<file path="src/rtl/spi_byte_sequencer.sv">
// Host-side byte sequencer for an SPI master core: a TX FIFO feeds one master transfer per byte,
// and each returned byte lands in an RX FIFO. A watchdog aborts transfers that never complete.
module spi_byte_sequencer #(
  parameter int DEPTH   = 8,
  parameter int TIMEOUT = 1024
) (
  input  logic                   clk,
  input  logic                   rst,
  input  logic                   wr_valid,
  input  logic [7:0]             wr_data,
  output logic                   wr_ready,
  output logic                   rd_valid,
  output logic [7:0]             rd_data,
  input  logic                   rd_ready,
  output logic                   spi_start,
  output logic [7:0]             spi_tx_data,
  input  logic                   spi_busy,
  input  logic                   spi_done,
  input  logic [7:0]             spi_rx_data,
  output logic [$clog2(DEPTH):0] tx_level,
  output logic [$clog2(DEPTH):0] rx_level,
  output logic                   timeout_err
);

  localparam int AW = $clog2(DEPTH);
  localparam int LW = AW + 1;
  localparam int WW = $clog2(TIMEOUT);

  localparam logic [0:0] IDLE = 1'b0;
  localparam logic [0:0] XFER = 1'b1;

  logic [7:0]    tx_mem [DEPTH];
  logic [7:0]    rx_mem [DEPTH];
  logic [LW-1:0] tx_wptr, tx_rptr, rx_wptr, rx_rptr;
  logic [LW-1:0] tx_level_nxt, rx_level_nxt;
  logic [LW:0]   rx_committed;
  logic [0:0]    state;
  logic [WW-1:0] wd;
  logic          vld_p1;
  logic [7:0]    rx_data_p1;
  logic          tx_push, tx_pop, rx_push, rx_pop;
  logic          launch, xfer_done, wd_expire;

  assign tx_level = tx_wptr - tx_rptr;
  assign rx_level = rx_wptr - rx_rptr;
  assign rd_data  = rx_mem[rx_rptr[AW-1:0]];

  assign tx_push = wr_valid & wr_ready;
  assign rx_pop  = rd_valid & rd_ready;
  assign rx_push = vld_p1;

  // A returned byte still in the capture stage already owns an RX slot.
  assign rx_committed = {1'b0, rx_level} + {{LW{1'b0}}, vld_p1};

  assign launch    = (state == IDLE) && (tx_level != '0) && !spi_busy &&
                     (rx_committed < (LW+1)'(DEPTH));
  assign tx_pop    = launch;
  assign xfer_done = (state == XFER) && spi_done;
  assign wd_expire = (state == XFER) && !spi_done && (wd == WW'(TIMEOUT - 1));

  assign tx_level_nxt = tx_level + LW'(tx_push) - LW'(tx_pop);
  assign rx_level_nxt = rx_level + LW'(rx_push) - LW'(rx_pop);

  always_ff @(posedge clk) begin
    if (rst) begin
      tx_wptr     <= '0;
      tx_rptr     <= '0;
      rx_wptr     <= '0;
      rx_rptr     <= '0;
      wr_ready    <= 1'b1;
      rd_valid    <= 1'b0;
      spi_start   <= 1'b0;
      spi_tx_data <= '0;
      timeout_err <= 1'b0;
      state       <= IDLE;
      wd          <= '0;
      vld_p1      <= 1'b0;
    end else begin
      if (tx_push) tx_wptr <= tx_wptr + LW'(1);
      if (tx_pop)  tx_rptr <= tx_rptr + LW'(1);
      if (rx_push) rx_wptr <= rx_wptr + LW'(1);
      if (rx_pop)  rx_rptr <= rx_rptr + LW'(1);
      wr_ready  <= (tx_level_nxt != LW'(DEPTH));
      rd_valid  <= (rx_level_nxt != '0);
      spi_start <= launch;
      vld_p1    <= xfer_done;
      if (launch) spi_tx_data <= tx_mem[tx_rptr[AW-1:0]];
      case (state)
        IDLE: begin
          if (launch) begin
            state <= XFER;
            wd    <= '0;
          end
        end
        XFER: begin
          if (xfer_done) begin
            state <= IDLE;
          end else if (wd_expire) begin
            state       <= IDLE;
            timeout_err <= 1'b1;
          end else begin
            wd <= wd + WW'(1);
          end
        end
        default: state <= IDLE;
      endcase
    end
  end

  // Stage p1: returned byte is captured, then committed to the RX FIFO one edge later.
  always_ff @(posedge clk) begin
    if (tx_push)   tx_mem[tx_wptr[AW-1:0]] <= wr_data;
    if (rx_push)   rx_mem[rx_wptr[AW-1:0]] <= rx_data_p1;
    if (xfer_done) rx_data_p1 <= spi_rx_data;
  end

endmodule

</file>
<file path="config.mk">
export PLATFORM = sky130hd
export DESIGN_NAME = spi_byte_sequencer
export DESIGN_NICKNAME = d
export VERILOG_FILES = /design/src/rtl/spi_byte_sequencer.sv
export SDC_FILE = /design/constraint.sdc
export NUM_CORES = 1
export LEC_CHECK = 0
export CAP_MARGIN = 20
export CORE_MARGIN = 2
export CORE_UTILIZATION = 40
export CTS_CLUSTER_SIZE = 10
export DETAILED_ROUTE_END_ITERATION = 10
export DONT_BUFFER_PORTS = 1
export SLEW_MARGIN = 20
export SYNTH_ARGS = -nofsm -noshare
export SYNTH_HDL_FRONTEND = slang
export SYNTH_SLANG_ARGS = --single-unit
export TNS_END_PERCENT = 50
</file>
<file path="constraint.sdc">
create_clock -name clk -period 4.97 [get_ports clk]
set_clock_uncertainty 0.15 [all_clocks]
set_input_delay 0.7455 -clock clk [delete_from_list [all_inputs] [get_ports clk]]
set_output_delay 0.7455 -clock clk [all_outputs]
set_load 0.02 [all_outputs]
</file>
* Word-level counts from Yosys, hierarchy flattened *
Memory sizes are Yosys's and may differ from the RTL's. A register that Yosys moved wholly into a read port is not among the register bits.
Cells that the tools add are included.

storage, ports and cells
  register bits = 40
  memories kept = 2
  bits of input ports = 22
  memory bits (writable) = 128

memory list
  memory  words  bits a word  rd ports  clocked after Yosys merged registers in  write ports  line  source
  rx_mem  8      8            1         1                                        1            33    logic [7:0] rx_mem [DEPTH];
  tx_mem  8      8            1         1                                        1            32    logic [7:0] tx_mem [DEPTH];

cells by class
  reductions and logical operators = 12
  magnitude comparators = 1
  bitwise gates (word level) = 4
  $add $sub $neg = 12
  eq/ne operators = 5
  muxes and demuxes = 14

operators with widths
  operator                                             count
  2-to-1 mux 10 bit                                    3
  one-hot mux 10 bit (2 select lines)                  1
  adder 4 x 1 -> 4 bit (second input constant)         4
  adder 10 x 1 -> 10 bit (second input constant)       1
  equality test 10 bit (second input constant)         1
  adder 4 x 1 -> 4 bit                                 2
  nonzero test 4 bit                                   2
  subtractor 4 x 1 -> 4 bit                            2
  subtractor 4 bit                                     2
  2-to-1 mux 1 bit                                     7
  logical AND 1 bit                                    6
  2-to-1 mux 3 bit                                     2
  inequality test 2 bit (second input constant)        3
  AND reduction 3 bit                                  2
  adder 4 x 1 -> 5 bit                                 1
  < comparator 5 x 4 -> 1 bit (second input constant)  1
  inequality test 4 bit (second input constant)        1
  AND 1 bit                                            2
  logical NOT 1 bit                                    2
  NOT 1 bit                                            2
  one-hot mux 1 bit (2 select lines)                   1

* Logic depth before layout (Yosys ltp) *
  word-level depth = 7
  depth in mapped cells = 22
  gate-level depth less buffers = 19

* Least setup slack after synthesis *
OpenSTA, ideal clock, no wires.

  path kind = register to register
  from = reg tx_rptr[1]
  to = reg wr_ready
  path slack = 0.828 ns
  data required time = 4.698 ns
  cell stages (with the launch flop) = 23
  arrival = 3.870 ns
  clock period less this slack = 4.142 ns
  cell sequence = dfxtp_1 > buf_2 > buf_1 > inv_1 > ha_1 > nor2b_1 > o21ai_0 > nand2b_1 > xor2_1 > ha_1 > a311oi_1 > and2_1 > nand2_2 > inv_2 > buf_6 > ha_1 > inv_1 > ha_1 > inv_1 > fa_1 > xnor2_1 > nor4b_1 > nand2_1

between the ends
  longest elaborated chain between the ends = 7
  elaborated cells between the ends (all ways) = 8
  classes of those cells = 3 x add/sub; 1 x eq/ne; 4 x reduce/logical

ends and longest elaborated chain
  what                            line  source
  start, declared                 34    logic [LW-1:0] tx_wptr, tx_rptr, rx_wptr, rx_rptr;
  start signal, assigned          80    if (tx_pop) tx_rptr <= tx_rptr + LW'(1);
  subtractor 4 bit                44    assign tx_level = tx_wptr - tx_rptr;
  nonzero test 4 bit              55    assign launch = (state == IDLE) && (tx_level != '0) && !spi_busy &&
  logical AND 1 bit (3 in a row)  55
  named net launch                42    logic launch, xfer_done, wd_expire;
  subtractor 4 x 1 -> 4 bit       61    assign tx_level_nxt = tx_level + LW'(tx_push) - LW'(tx_pop);
  inequality test 4 bit           83    wr_ready <= (tx_level_nxt != LW'(DEPTH));
  end signal, assigned            83
  end, declared                   11    output logic wr_ready,

The timed path passes the listed nets, and every way through them passes these cells.
A chain may end at the register's enable or synchronous reset.

* Final worst setup path *
  from = reg rx_rptr[0]
  to = reg wr_ready

between the ends
  longest elaborated chain between the ends = 6

ends and longest elaborated chain
  what                         line  source
  start, declared              34
  start signal, assigned       82    if (rx_pop) rx_rptr <= rx_rptr + LW'(1);
  subtractor 4 bit             45    assign rx_level = rx_wptr - rx_rptr;
  named net rx_level[1]        21    output logic [$clog2(DEPTH):0] rx_level,
  adder 4 x 1 -> 5 bit         53    assign rx_committed = {1'b0, rx_level} + {{LW{1'b0}}, vld_p1};
  < comparator 5 x 4 -> 1 bit  56    (rx_committed < (LW+1)'(DEPTH));
  logical AND 1 bit            55
  subtractor 4 x 1 -> 4 bit    61
  inequality test 4 bit        83

The timed path passes the listed nets, and every way through them passes these cells.

==> insert_results.sql <==
INSERT INTO impl_metrics (metric_group, metric, value, unit) VALUES
('sta', 'post-route-period-util', '0.8793', ''),
('synth', 'post_synth_inst_count', '491', ''),
('worst_setup_path', 'timing.critical_path.arrival', '4.53', 'ns'),
('worst_setup_path', 'cp_data_required_time', '5.13', 'ns'),
('global_route', 'final_global_route_overflow_total', '0', ''),
('final_layout', 'num-fill-cells', '1575', ''),
('clock_network', 'clockRootBuffer', 'clkbuf_16', ''),
('worst_setup_path', 'setup.reg_to_reg.worst_slack', '0.60', 'ns'),
('worst_setup_path', 'timing.critical_path.slowest_cell_delay', '0.73', 'ns'),
('synth', 'synth_sequential_area_ratio', '0.6555', ''),
('synth', 'synth_edf_count', '136', ''),
('detailed_routing', 'antenna_left', '0', ''),
('synth', 'synth.cell_area', '7543', 'um^2'),
('sta', 'setup_ws', '0.5997', 'ns'),
('die', 'io-pin-count', '50', ''),
('final_layout', 'area.growth.synth_to_final', '11.23', '%'),
('die', 'fp.coreArea', '18580', 'um^2'),
('clock_network', 'max-clock-path-buffers', '2', ''),
('die', 'die_width', '141.3', 'um'),
('global_route', 'grt_max_degree', '46', ''),
('clock_network', 'postCtsHoldBufs', '0', ''),
('clock_network', 'post_cts_resized', '0', ''),
('final_layout', 'drive_gt1_frac', '0.2004', ''),
('outcome', 'outcome', 'finished clean', ''),
('clock_network', 'htree_levels', '4', ''),
('worst_setup_path', 'reg2regPathDepth', '18', ''),
('final_layout', 'number_of_diodes', '0', ''),
('synth', 'synthesized_flop_and_latch_total', '179', ''),
('power', 'power.static_leakage', '2.762', 'nW'),
('synth', 'synth_area_per_cell', '15.36', 'um^2'),
('global_route', 'gr-usage-all-layers', '0.1485', ''),
('worst_setup_path', 'crit_fanout', '13', ''),
('die', 'chipHeight', '141.3', 'um'),
('job', 'cap_viol_max_count', '0', ''),
('sta', 'hold_slack', '0.2431', 'ns'),
('sta', 'setup_violations', '0', ''),
('synth', 'yosysWarnings', '0', ''),
('detailed_routing', 'detail_route.first_pass.iterations', '7', ''),
('detailed_routing', 'first_iter_violations', '214', ''),
('clock_network', 'cts-buffers-inserted', '17', ''),
('sta', 'period_minus_slack', '4.370', 'ns'),
('worst_setup_path', 'path_buf_inv', '5', ''),
('power', 'p_per_area', '484.6', 'nW/um^2'),
('worst_setup_path', 'regToRegStartpoint', 'rx_rptr[0]', ''),
('worst_setup_path', 'cp_top_family', 'adder cells', ''),
('hold_path', 'holdCritPathClass', 'in -> reg', ''),
('worst_setup_path', 'cpMaxStageDelayCell', 'fa_1', ''),
('worst_setup_path', 'critical_path.endpoint_type', 'register', ''),
('detailed_routing', 'detail_route.vias_per_cell', '5.275', ''),
('worst_setup_path', 'crit_path_cell_trace', 'ha_1 > inv_1 > fa_1 > ha_1 > nand3b_2 > xnor2_2 > xor2_2 > buf_4 > nand2_2 > inv_2 > ha_1 > inv_1 > ha_1 > inv_1 > fa_1 > xnor2_1 > nor4b_1 > nand2_1', ''),
('synth', 'synth_cell_types', '50', ''),
('hold_path', 'hold_path_depth', '1', ''),
('worst_setup_path', 'critical_path.reg2reg.endpoint', 'wr_ready', ''),
('detailed_routing', 'met2WireLength', '6994', 'um'),
('sta', 'worstMarginPinSlew', '1.038', 'ns'),
('worst_setup_path', 'critical_path.most_common_cell', 'ha_1', ''),
('detailed_routing', 'detailroute.via_count', '3946', ''),
('detailed_routing', 'wirelength', '13910', 'um'),
('final_layout', 'design.final.nets', '550', ''),
('hold_path', 'timing.hold.worst_endpoint', 'spi_tx_data[7]', ''),
('final_layout', 'mostFrequentLayoutCell', 'edfxtp_1', ''),
('sta', 'fmaxAchievable', '228.8', 'MHz'),
('synth', 'ys_dominant_reg_cell', 'edfxtp_1', ''),
('placement', 'hpwl', '9433', 'um'),
('placement', 'portBuffers', '0', ''),
('die', 'fp-row-count', '50', ''),
('clock_network', 'post_cts_buffers', '0', ''),
('sta', 'rsz0062_at_grt', 'false', ''),
('clock_network', 'cts.clk_slew.worst_paths', '0.07', 'ns'),
('hold_path', 'worstHoldStart', 'rst', ''),
('placement', 'globalplace.congestion', '0.7780', '');
## metrics by stage
| stage | util | cells | power (mW) | area (um^2) |
|---|---|---|---|---|
| floorplan | - | 491 | 2.640 | 7543 |
| global route | 0.4516 | 748 | 4.284 | 8391 |
| finish | 0.4516 | 748 | 4.066 | 8391 |
| detailed placement | 0.4213 | 717 | 2.850 | 7828 |
| global placement | 0.4212 | 717 | 2.817 | 7826 |
| CTS | 0.4516 | 748 | 4.122 | 8391 |
## registers in the layout, summed over array words and instances, names as in the netlist, named ones only
signal and count:
rd_valid 1, rx_data_p1 8, rx_mem 64, rx_push 1, rx_rptr 4, rx_wptr 4, spi_start 1, spi_tx_data 8
state 1, timeout_err 1, tx_mem 64, tx_rptr 4, tx_wptr 4, wd 10, wr_ready 1
## area by class of cell
| class | instances | area [um^2] | area share |
|---|---|---|---|
| clock inverter | 14 | 137.6 | 0.01640 |
| sequential | 179 | 4946 | 0.5895 |
| tap | 234 | 292.8 | 0.03489 |
| inverter | 30 | 112.6 | 0.01342 |
| timing repair buffer | 12 | 90.09 | 0.01074 |
| clock buffer | 17 | 425.4 | 0.05070 |
| multi-input combinational | 262 | 2386 | 0.2844 |
## how the worst max path moves through the flow
stage / to / depth (start not counted) / from / slack [ns]
6_report: wr_ready / 18 / rx_rptr[0] / 0.60
5_1_grt: wr_ready / 18 / tx_rptr[2] / 0.31
4_1_cts: wr_ready / 18 / rx_rptr[0] / 0.54
3_5_place_dp: wr_ready / 18 / rx_rptr[0] / 0.57
3_3_place_gp: wr_ready / 18 / rx_rptr[0] / 0.72
2_1_floorplan: wr_ready / 22 / tx_rptr[1] / 0.83
## synth_stat cells (all sizes together), types with 5 or more instances
library cell,count,area share
a311oi,9,0.016
xnor2,11,0.014
a31oi,6,0.0050
nand4,5,0.0041
clkbuf,8,0.0040
buf,12,0.0093
o21ai,11,0.0083
inv,29,0.014
nor3,13,0.0086
nand2,35,0.018
ha,22,0.036
edfxtp,136,0.54
a21oi,18,0.012
nand3,8,0.0053
nand2b,5,0.0041
mux2,8,0.012
mux4,32,0.096
dfxtp,43,0.11
xor2,10,0.014
nor2,31,0.015
## power by group
group | switching, mW | internal, mW
Sequential | 0.155 | 1.71
Clock | 0.606 | 0.667
Combinational | 0.516 | 0.414
## per-layer routing
metal	up-vias	global-route usage
met4	0	0.05579
met2	72	0.2445
met3	12	0.04624
li1	1879	-
met1	1983	0.1852
met5	-	0
## cells by family (layout without fill, tap and decap cells)
kind of cell	count (synthesis)	after routing	synth area share
DFF	179	179	0.6555
and+or+nand+nor	116	116	0.07298
AOI/OAI and AO/OA	55	55	0.05606
buffers and inverters	50	73	0.02820
muxes	44	44	0.1128
adders and majority gates	26	26	0.04711
xor gates and xnor gates	21	21	0.02737
Power figures use the tool's default switching activity.
